==> config.mk <==
export PLATFORM = sky130hd
export DESIGN_NAME = mc_control_unit_flat
export DESIGN_NICKNAME = d
export VERILOG_FILES = /design/src/rtl/mc_ctrl_if.sv /design/src/rtl/mc_control_unit.sv /design/src/flat_wrapper.sv
export SDC_FILE = /design/constraint.sdc
export NUM_CORES = 1
export LEC_CHECK = 0
export BUFFER_PORTS_ARGS = -buffer_cell sky130_fd_sc_hd__buf_2
export CORE_MARGIN = 2
export CORE_UTILIZATION = 40
export DETAILED_ROUTE_END_ITERATION = 8
export PLACE_DENSITY_LB_ADDON = 0.12
export SYNTH_ARGS = -nofsm -noshare
export SYNTH_HDL_FRONTEND = slang
export SYNTH_SLANG_ARGS = --single-unit
==> constraint.sdc <==
create_clock -name CLK -period 3.9 [get_ports CLK]
set_input_delay 0.585 -clock CLK [delete_from_list [all_inputs] [get_ports CLK]]
set_output_delay 0.585 -clock CLK [all_outputs]
set_load 0.005 [all_outputs]
==> src/rtl/mc_ctrl_if.sv <==
// Control-unit bus: IR fields and ALU flag in, datapath enables and debug state out.
// slave = the control unit, master = the datapath side driving the IR fields.
interface mc_ctrl_if;
  logic [5:0]  opcode;
  logic [5:0]  funct;
  logic        zero;
  logic        PCWre;
  logic [1:0]  PCSrc;
  logic        IRWre;
  logic        ALUSrcA;
  logic        ALUSrcB;
  logic [2:0]  ALUOp;
  logic        ExtSel;
  logic [1:0]  RegDst;
  logic        WrRegDSrc;
  logic        RegWre;
  logic        mRD;
  logic        mWR;
  logic        DBDataSrc;
  logic [3:0]  state;
  logic [31:0] retire_cnt;

  modport master (
    output opcode, funct, zero,
    input  PCWre, PCSrc, IRWre, ALUSrcA, ALUSrcB, ALUOp, ExtSel, RegDst,
           WrRegDSrc, RegWre, mRD, mWR, DBDataSrc, state, retire_cnt
  );

  modport slave (
    input  opcode, funct, zero,
    output PCWre, PCSrc, IRWre, ALUSrcA, ALUSrcB, ALUOp, ExtSel, RegDst,
           WrRegDSrc, RegWre, mRD, mWR, DBDataSrc, state, retire_cnt
  );
endinterface

==> src/rtl/mc_control_unit.sv <==
// Multi-cycle MIPS-subset control FSM: sequences IF/ID/EXE/MEM/WB, drives PC
// update (one PCWre pulse per retired instruction) and datapath enables.
module mc_control_unit #(
  parameter logic [5:0] HALT_OP     = 6'b111111,
  parameter bit         NOP_ADVANCE = 1'b1
) (
  input  logic     CLK,
  input  logic     RST,
  mc_ctrl_if.slave bus
);

  typedef enum logic [3:0] {
    S_IF     = 4'd0,
    S_ID     = 4'd1,
    S_EXE_AL = 4'd2,
    S_WB_AL  = 4'd3,
    S_EXE_BR = 4'd4,
    S_EXE_LS = 4'd5,
    S_MEM    = 4'd6,
    S_WB_LD  = 4'd7,
    S_HALT   = 4'd8
  } state_t;

  localparam logic [5:0] OP_RTYPE = 6'b000000;
  localparam logic [5:0] OP_J     = 6'b000010;
  localparam logic [5:0] OP_JAL   = 6'b000011;
  localparam logic [5:0] OP_BEQ   = 6'b000100;
  localparam logic [5:0] OP_BNE   = 6'b000101;
  localparam logic [5:0] OP_ADDI  = 6'b001000;
  localparam logic [5:0] OP_ORI   = 6'b001101;
  localparam logic [5:0] OP_LW    = 6'b100011;
  localparam logic [5:0] OP_SW    = 6'b101011;
  localparam logic [5:0] FN_ADD   = 6'b100000;
  localparam logic [5:0] FN_SUB   = 6'b100010;
  localparam logic [5:0] FN_AND   = 6'b100100;
  localparam logic [5:0] FN_OR    = 6'b100101;
  localparam logic [5:0] FN_SLT   = 6'b101010;
  localparam logic [5:0] FN_SLL   = 6'b000000;
  localparam logic [5:0] FN_JR    = 6'b001000;

  state_t      r_state;
  state_t      w_next;
  logic [31:0] r_retire_cnt;

  logic w_rtype, w_r_alu, w_jr, w_j, w_jal, w_beq, w_bne, w_lw, w_sw;
  logic w_addi, w_ori, w_halt, w_alu_cls;

  assign w_rtype   = (bus.opcode == OP_RTYPE);
  assign w_r_alu   = w_rtype & ((bus.funct == FN_ADD) | (bus.funct == FN_SUB) |
                                (bus.funct == FN_AND) | (bus.funct == FN_OR)  |
                                (bus.funct == FN_SLT) | (bus.funct == FN_SLL));
  assign w_jr      = w_rtype & (bus.funct == FN_JR);
  assign w_j       = (bus.opcode == OP_J);
  assign w_jal     = (bus.opcode == OP_JAL);
  assign w_beq     = (bus.opcode == OP_BEQ);
  assign w_bne     = (bus.opcode == OP_BNE);
  assign w_lw      = (bus.opcode == OP_LW);
  assign w_sw      = (bus.opcode == OP_SW);
  assign w_addi    = (bus.opcode == OP_ADDI);
  assign w_ori     = (bus.opcode == OP_ORI);
  assign w_halt    = (bus.opcode == HALT_OP);
  assign w_alu_cls = w_r_alu | w_addi | w_ori;

  // ALU-class controls follow the IR; gated to the ID..last-state window below
  logic [2:0] w_aluop;
  logic       w_srca, w_srcb, w_ext;

  always_comb begin
    w_aluop = 3'b000;
    w_srca  = 1'b0;
    w_srcb  = 1'b0;
    w_ext   = 1'b0;
    if (w_r_alu) begin
      case (bus.funct)
        FN_SUB:  w_aluop = 3'b001;
        FN_AND:  w_aluop = 3'b010;
        FN_OR:   w_aluop = 3'b011;
        FN_SLT:  w_aluop = 3'b100;
        FN_SLL: begin
          w_aluop = 3'b101;
          w_srca  = 1'b1;
        end
        default: w_aluop = 3'b000;
      endcase
    end else if (w_addi) begin
      w_srcb = 1'b1;
      w_ext  = 1'b1;
    end else if (w_ori) begin
      w_aluop = 3'b011;
      w_srcb  = 1'b1;
    end else if (w_beq | w_bne) begin
      w_aluop = 3'b001;
      w_ext   = 1'b1;
    end else if (w_lw | w_sw) begin
      w_srcb = 1'b1;
      w_ext  = 1'b1;
    end
  end

  logic       w_pcwre, w_irwre, w_regwre, w_mrd, w_mwr, w_wrsrc, w_dbsrc, w_alu_en;
  logic [1:0] w_pcsrc, w_regdst;

  always_comb begin
    w_next   = r_state;
    w_pcwre  = 1'b0;
    w_pcsrc  = 2'b00;
    w_irwre  = 1'b0;
    w_regwre = 1'b0;
    w_regdst = 2'b00;
    w_wrsrc  = 1'b0;
    w_mrd    = 1'b0;
    w_mwr    = 1'b0;
    w_dbsrc  = 1'b0;
    w_alu_en = 1'b0;
    case (r_state)
      S_IF: begin
        w_irwre = 1'b1;
        w_next  = S_ID;
      end
      S_ID: begin
        w_alu_en = 1'b1;
        if (w_halt) begin
          w_next = S_HALT;
        end else if (w_j) begin
          w_pcsrc = 2'b11;
          w_pcwre = 1'b1;
          w_next  = S_IF;
        end else if (w_jal) begin
          w_pcsrc  = 2'b11;
          w_pcwre  = 1'b1;
          w_regwre = 1'b1;
          w_next   = S_IF;
        end else if (w_jr) begin
          w_pcsrc = 2'b10;
          w_pcwre = 1'b1;
          w_next  = S_IF;
        end else if (w_beq | w_bne) begin
          w_next = S_EXE_BR;
        end else if (w_lw | w_sw) begin
          w_next = S_EXE_LS;
        end else if (w_alu_cls) begin
          w_next = S_EXE_AL;
        end else if (NOP_ADVANCE) begin
          w_pcwre = 1'b1;
          w_next  = S_IF;
        end else begin
          w_next = S_HALT;
        end
      end
      S_EXE_AL: begin
        w_alu_en = 1'b1;
        w_next   = S_WB_AL;
      end
      S_WB_AL: begin
        w_alu_en = 1'b1;
        w_regwre = 1'b1;
        w_regdst = w_rtype ? 2'b10 : 2'b01;
        w_wrsrc  = 1'b1;
        w_pcwre  = 1'b1;
        w_next   = S_IF;
      end
      S_EXE_BR: begin
        w_alu_en = 1'b1;
        w_pcwre  = 1'b1;
        w_pcsrc  = ((w_beq & bus.zero) | (w_bne & ~bus.zero)) ? 2'b01 : 2'b00;
        w_next   = S_IF;
      end
      S_EXE_LS: begin
        w_alu_en = 1'b1;
        w_next   = S_MEM;
      end
      S_MEM: begin
        w_alu_en = 1'b1;
        if (w_sw) begin
          w_mwr   = 1'b1;
          w_pcwre = 1'b1;
          w_next  = S_IF;
        end else begin
          w_mrd  = 1'b1;
          w_next = S_WB_LD;
        end
      end
      S_WB_LD: begin
        w_alu_en = 1'b1;
        w_mrd    = 1'b1;
        w_dbsrc  = 1'b1;
        w_wrsrc  = 1'b1;
        w_regdst = 2'b01;
        w_regwre = 1'b1;
        w_pcwre  = 1'b1;
        w_next   = S_IF;
      end
      S_HALT:  w_next = S_HALT;
      default: w_next = S_IF;
    endcase
  end

  always_ff @(posedge CLK) begin
    if (!RST) begin
      r_state      <= S_IF;
      r_retire_cnt <= '0;
    end else begin
      r_state <= w_next;
      if (w_pcwre) r_retire_cnt <= r_retire_cnt + 32'd1;
    end
  end

  // Reset masks every output so nothing writes during an abandoned instruction
  assign bus.PCWre      = RST & w_pcwre;
  assign bus.PCSrc      = RST ? w_pcsrc : 2'b00;
  assign bus.IRWre      = RST & w_irwre;
  assign bus.RegWre     = RST & w_regwre;
  assign bus.RegDst     = RST ? w_regdst : 2'b00;
  assign bus.WrRegDSrc  = RST & w_wrsrc;
  assign bus.mRD        = RST & w_mrd;
  assign bus.mWR        = RST & w_mwr;
  assign bus.DBDataSrc  = RST & w_dbsrc;
  assign bus.ALUOp      = (RST & w_alu_en) ? w_aluop : 3'b000;
  assign bus.ALUSrcA    = RST & w_alu_en & w_srca;
  assign bus.ALUSrcB    = RST & w_alu_en & w_srcb;
  assign bus.ExtSel     = RST & w_alu_en & w_ext;
  assign bus.state      = RST ? r_state : 4'd0;
  assign bus.retire_cnt = RST ? r_retire_cnt : 32'd0;

endmodule

==> src/flat_wrapper.sv <==
// flat-port wrapper written by rule: the top's interface ports become plain ports
module mc_control_unit_flat 
#(
  parameter logic [5:0] HALT_OP     = 6'b111111,
  parameter bit         NOP_ADVANCE = 1'b1
)
  (CLK, RST, bus_opcode, bus_funct, bus_zero, bus_PCWre, bus_PCSrc, bus_IRWre, bus_ALUSrcA, bus_ALUSrcB, bus_ALUOp, bus_ExtSel, bus_RegDst, bus_WrRegDSrc, bus_RegWre, bus_mRD, bus_mWR, bus_DBDataSrc, bus_state, bus_retire_cnt);
  mc_ctrl_if bus_i ();
  input  logic CLK;
  input  logic RST;
  input wire logic [$bits(bus_i.opcode)-1:0] bus_opcode;
  input wire logic [$bits(bus_i.funct)-1:0] bus_funct;
  input wire logic [$bits(bus_i.zero)-1:0] bus_zero;
  output wire logic [$bits(bus_i.PCWre)-1:0] bus_PCWre;
  output wire logic [$bits(bus_i.PCSrc)-1:0] bus_PCSrc;
  output wire logic [$bits(bus_i.IRWre)-1:0] bus_IRWre;
  output wire logic [$bits(bus_i.ALUSrcA)-1:0] bus_ALUSrcA;
  output wire logic [$bits(bus_i.ALUSrcB)-1:0] bus_ALUSrcB;
  output wire logic [$bits(bus_i.ALUOp)-1:0] bus_ALUOp;
  output wire logic [$bits(bus_i.ExtSel)-1:0] bus_ExtSel;
  output wire logic [$bits(bus_i.RegDst)-1:0] bus_RegDst;
  output wire logic [$bits(bus_i.WrRegDSrc)-1:0] bus_WrRegDSrc;
  output wire logic [$bits(bus_i.RegWre)-1:0] bus_RegWre;
  output wire logic [$bits(bus_i.mRD)-1:0] bus_mRD;
  output wire logic [$bits(bus_i.mWR)-1:0] bus_mWR;
  output wire logic [$bits(bus_i.DBDataSrc)-1:0] bus_DBDataSrc;
  output wire logic [$bits(bus_i.state)-1:0] bus_state;
  output wire logic [$bits(bus_i.retire_cnt)-1:0] bus_retire_cnt;
  assign bus_i.opcode = bus_opcode;
  assign bus_i.funct = bus_funct;
  assign bus_i.zero = bus_zero;
  assign bus_PCWre = bus_i.PCWre;
  assign bus_PCSrc = bus_i.PCSrc;
  assign bus_IRWre = bus_i.IRWre;
  assign bus_ALUSrcA = bus_i.ALUSrcA;
  assign bus_ALUSrcB = bus_i.ALUSrcB;
  assign bus_ALUOp = bus_i.ALUOp;
  assign bus_ExtSel = bus_i.ExtSel;
  assign bus_RegDst = bus_i.RegDst;
  assign bus_WrRegDSrc = bus_i.WrRegDSrc;
  assign bus_RegWre = bus_i.RegWre;
  assign bus_mRD = bus_i.mRD;
  assign bus_mWR = bus_i.mWR;
  assign bus_DBDataSrc = bus_i.DBDataSrc;
  assign bus_state = bus_i.state;
  assign bus_retire_cnt = bus_i.retire_cnt;
  mc_control_unit #(.HALT_OP(HALT_OP), .NOP_ADVANCE(NOP_ADVANCE)) u_core (.CLK(CLK), .RST(RST), .bus(bus_i));
endmodule
==> results.cfg <==
[logic_synthesis]
yosysTopAreaCellShare_pct = 28.2
synth-seq-cells = 36
ys.flop_type = dfxtp_1
ys.warnings.count = 0
synth_cells = 340
synth_edf_count = 0
synthArstFlopShare_pct = 0
synth.avg_cell_area_um2 = 7.50
syn_nets = 356
synth_area_um2 = 2550
synthTopCellsByArea = dfxtp_1 28%, and2_1 8.6%, a21oi_1 5.7%
yosysMostFrequentCell = dfxtp_1
ys_seq_area_share_pct = 28.2
yosysTopAreaCell = dfxtp_1
synth_commonest_cells = 36 x dfxtp_1, 35 x and2_1, 33 x nor2_1
synth_cell_types = 59

[timing]
setup_viol = 0
post-route-period-util_pct = 68.4
period_needed_ns = 2.67
rsz0062_at_grt = false
fmax_mhz = 375
maxSlewHeadroom_pct = 56.4
worstMarginPinSlew_ns = 0.646
fin_skew_ns = 0.00829
drv_slew = 0
hold_viol_final = 0
setup_tns_ns = 0

[placed_design]
io_buffers = 67
gp_congestion = 0.835
dp_hpwl_um = 4510
postPlaceCellArea_um2 = 2890

[clocking]
cts_root_buffer = clkbuf_8
cts_tree = yes
cts_setup_buffers = 0
clk_latency_ns = 0.29
clk_pin_slew_ns = 0.07
htreeDepth = 2
clk_path_buf_depth = 2
cts.sinks = 36
ctsHoldBuffers = 0
cts_buffers = 5
cts_resized = 0

[routing]
vias = 2651
drc_errors = 0
viasPerCell = 5.59
first_pass_iters = 4
wl_per_cell_um = 13.3
drt_iter0_markers = 100
wirelength_um = 6310
detail-route-antenna-nets = 0

[die]
die_w_um = 83.9
start_util_pct = 40.9
core_um2 = 6240
row_count = 29
die_h_um = 83.9
dieArea_um2 = 7030
io_pins = 68

[worst_setup_path]
worst-path-buf-inv = 2
cp.arrival_ns = 2.08
worstPathMaxFanout = 13
cp_common_cell = buf_2
crit_family = simple AND/OR/NAND/NOR gates
critical_path.slowest_cell = nor4_1
worstPathCellList = buf_2 > nor4_1 > nand2_1 > o21ba_2 > nand3b_1 > nor4b_1 > buf_2
cp_slowest_stage_delay_ns = 0.35
required_ns = 3.31
cp-start-kind = primary input
crit_type = primary input to output pin
cp-end-kind = output pin

[global_routing]
grt_pass1_vias = 2240
grt_usage_pct = 17.8
grt_pass1_wl_um = 10600
antenna_found_initial = 0
grt_max_degree = 44
grt_overflow_total = 0

[layout]
fin_area_um2 = 2980
final_nets = 412
area_growth_pct = 16.8
drive_gt1_share_pct = 23.4
num_antenna_cells = 0

[job]
drv_cap = 0

[hold_path]
hp-class = register to register

[pwr]
power_density_nw_per_um2 = 266
max-vdd-ir-drop_mv = 0.140
power_leakage_nw = 1.16

[run_status]
status = finished, final reports clean
kinds of logic after synthesis:
family	count (synthesis)	synth area share [%]
AO/OA/AOI/OAI	82	21.9
XOR/XNOR	3	1.03
adder cells (fa/ha/maj)	1	0.490
buffers and inverters	28	5.54
flip-flops	36	28.2
multiplexers	5	2.16
AND/OR/NAND/NOR	185	40.7
sequential cells by signal, summed over array words and instances (netlist names):
| register | flops |
|---|---|
| u_core.r_retire_cnt | 32 |
| u_core.r_state | 4 |
cells in the final DEF (no fill, tap or decap), drive strengths merged, types with 2 or more instances in the layout:
cell type	synthesis	layout
mux2	4	4
a31oi	4	4
dfxtp	36	36
nor3b	2	2
o31a	2	2
nand2b	3	3
nand2	25	25
o21ai	14	14
o21a	6	6
nor2	35	35
or3	11	11
nand4	6	6
nand4b	2	2
nand3	15	15
a41oi	2	2
xnor2	2	2
nand3b	2	2
or4	14	14
and3	4	4
and2	36	36
and4	3	3
nor4	5	5
a21oi	31	31
nor3	15	15
clkbuf	11	8
nor2b	3	3
inv	6	6
o31ai	16	16
buf	10	70
worst register-to-register path, delay by kind of cell, from the launching register on:
kind / cells / cell delay [ns]
compound gates: 3 / 0.83
flops: 1 / 0.52
simple gates: 3 / 1.17
per-layer routing:
metal | wire [µm] | track usage, % | up-vias | share of wire [%]
met5 | 0 | 0 | - | 0
met2 | 2900 | 29.1 | 80 | 46
met3 | 410 | 3.86 | 4 | 6.5
met1 | 2940 | 23.5 | 1203 | 47
li1 | - | - | 1364 | -
met4 | 57 | 5.57 | 0 | 0.90
power breakdown:
group / internal (W) / switching (W) / total [W]
clock: 0.000144 / 0.000132 / 0.000277
sequential: 0.000374 / 0.0000107 / 0.000385
combinational: 0.0000443 / 0.0000859 / 0.000130
final timing paths:
| kind | from | endpoint | slack, ns | cells past startpoint |
|---|---|---|---|---|
| hold / removal | u_core.r_retire_cnt[12] | u_core.r_retire_cnt[12] | 0.49 | 2 |
| hold reg to reg | u_core.r_retire_cnt[12] | u_core.r_retire_cnt[12] | 0.49 | 2 |
| setup / recovery | bus_opcode[3] | bus_ALUSrcA | 1.23 | 7 |
| setup reg to reg | u_core.r_state[0] | u_core.r_retire_cnt[17] | 1.32 | 6 |
final cells by class:
class / instances / area (µm²)
sequential: 36 / 721
multi-input combinational: 276 / 1690
clock buffer: 8 / 90.1
inverter: 7 / 26.3
tap: 77 / 96.3
fill: 656 / 3260
timing repair buffer: 70 / 358
metrics by stage:
stage	power, W	worst slack [ns]	util [%]	hold WS (ns)	std cells
after floorplan	0.000497	1.38	-	0.447	340
after global placement	0.000523	1.21	46.3	0.462	466
after detailed placement	0.000524	1.17	46.3	0.474	466
after CTS	0.000799	1.21	47.8	0.486	474
after global routing	0.000827	1.08	47.8	0.496	474
final	0.000792	1.23	47.8	0.485	474
Note: power is estimated with default switching activity, not from simulation.
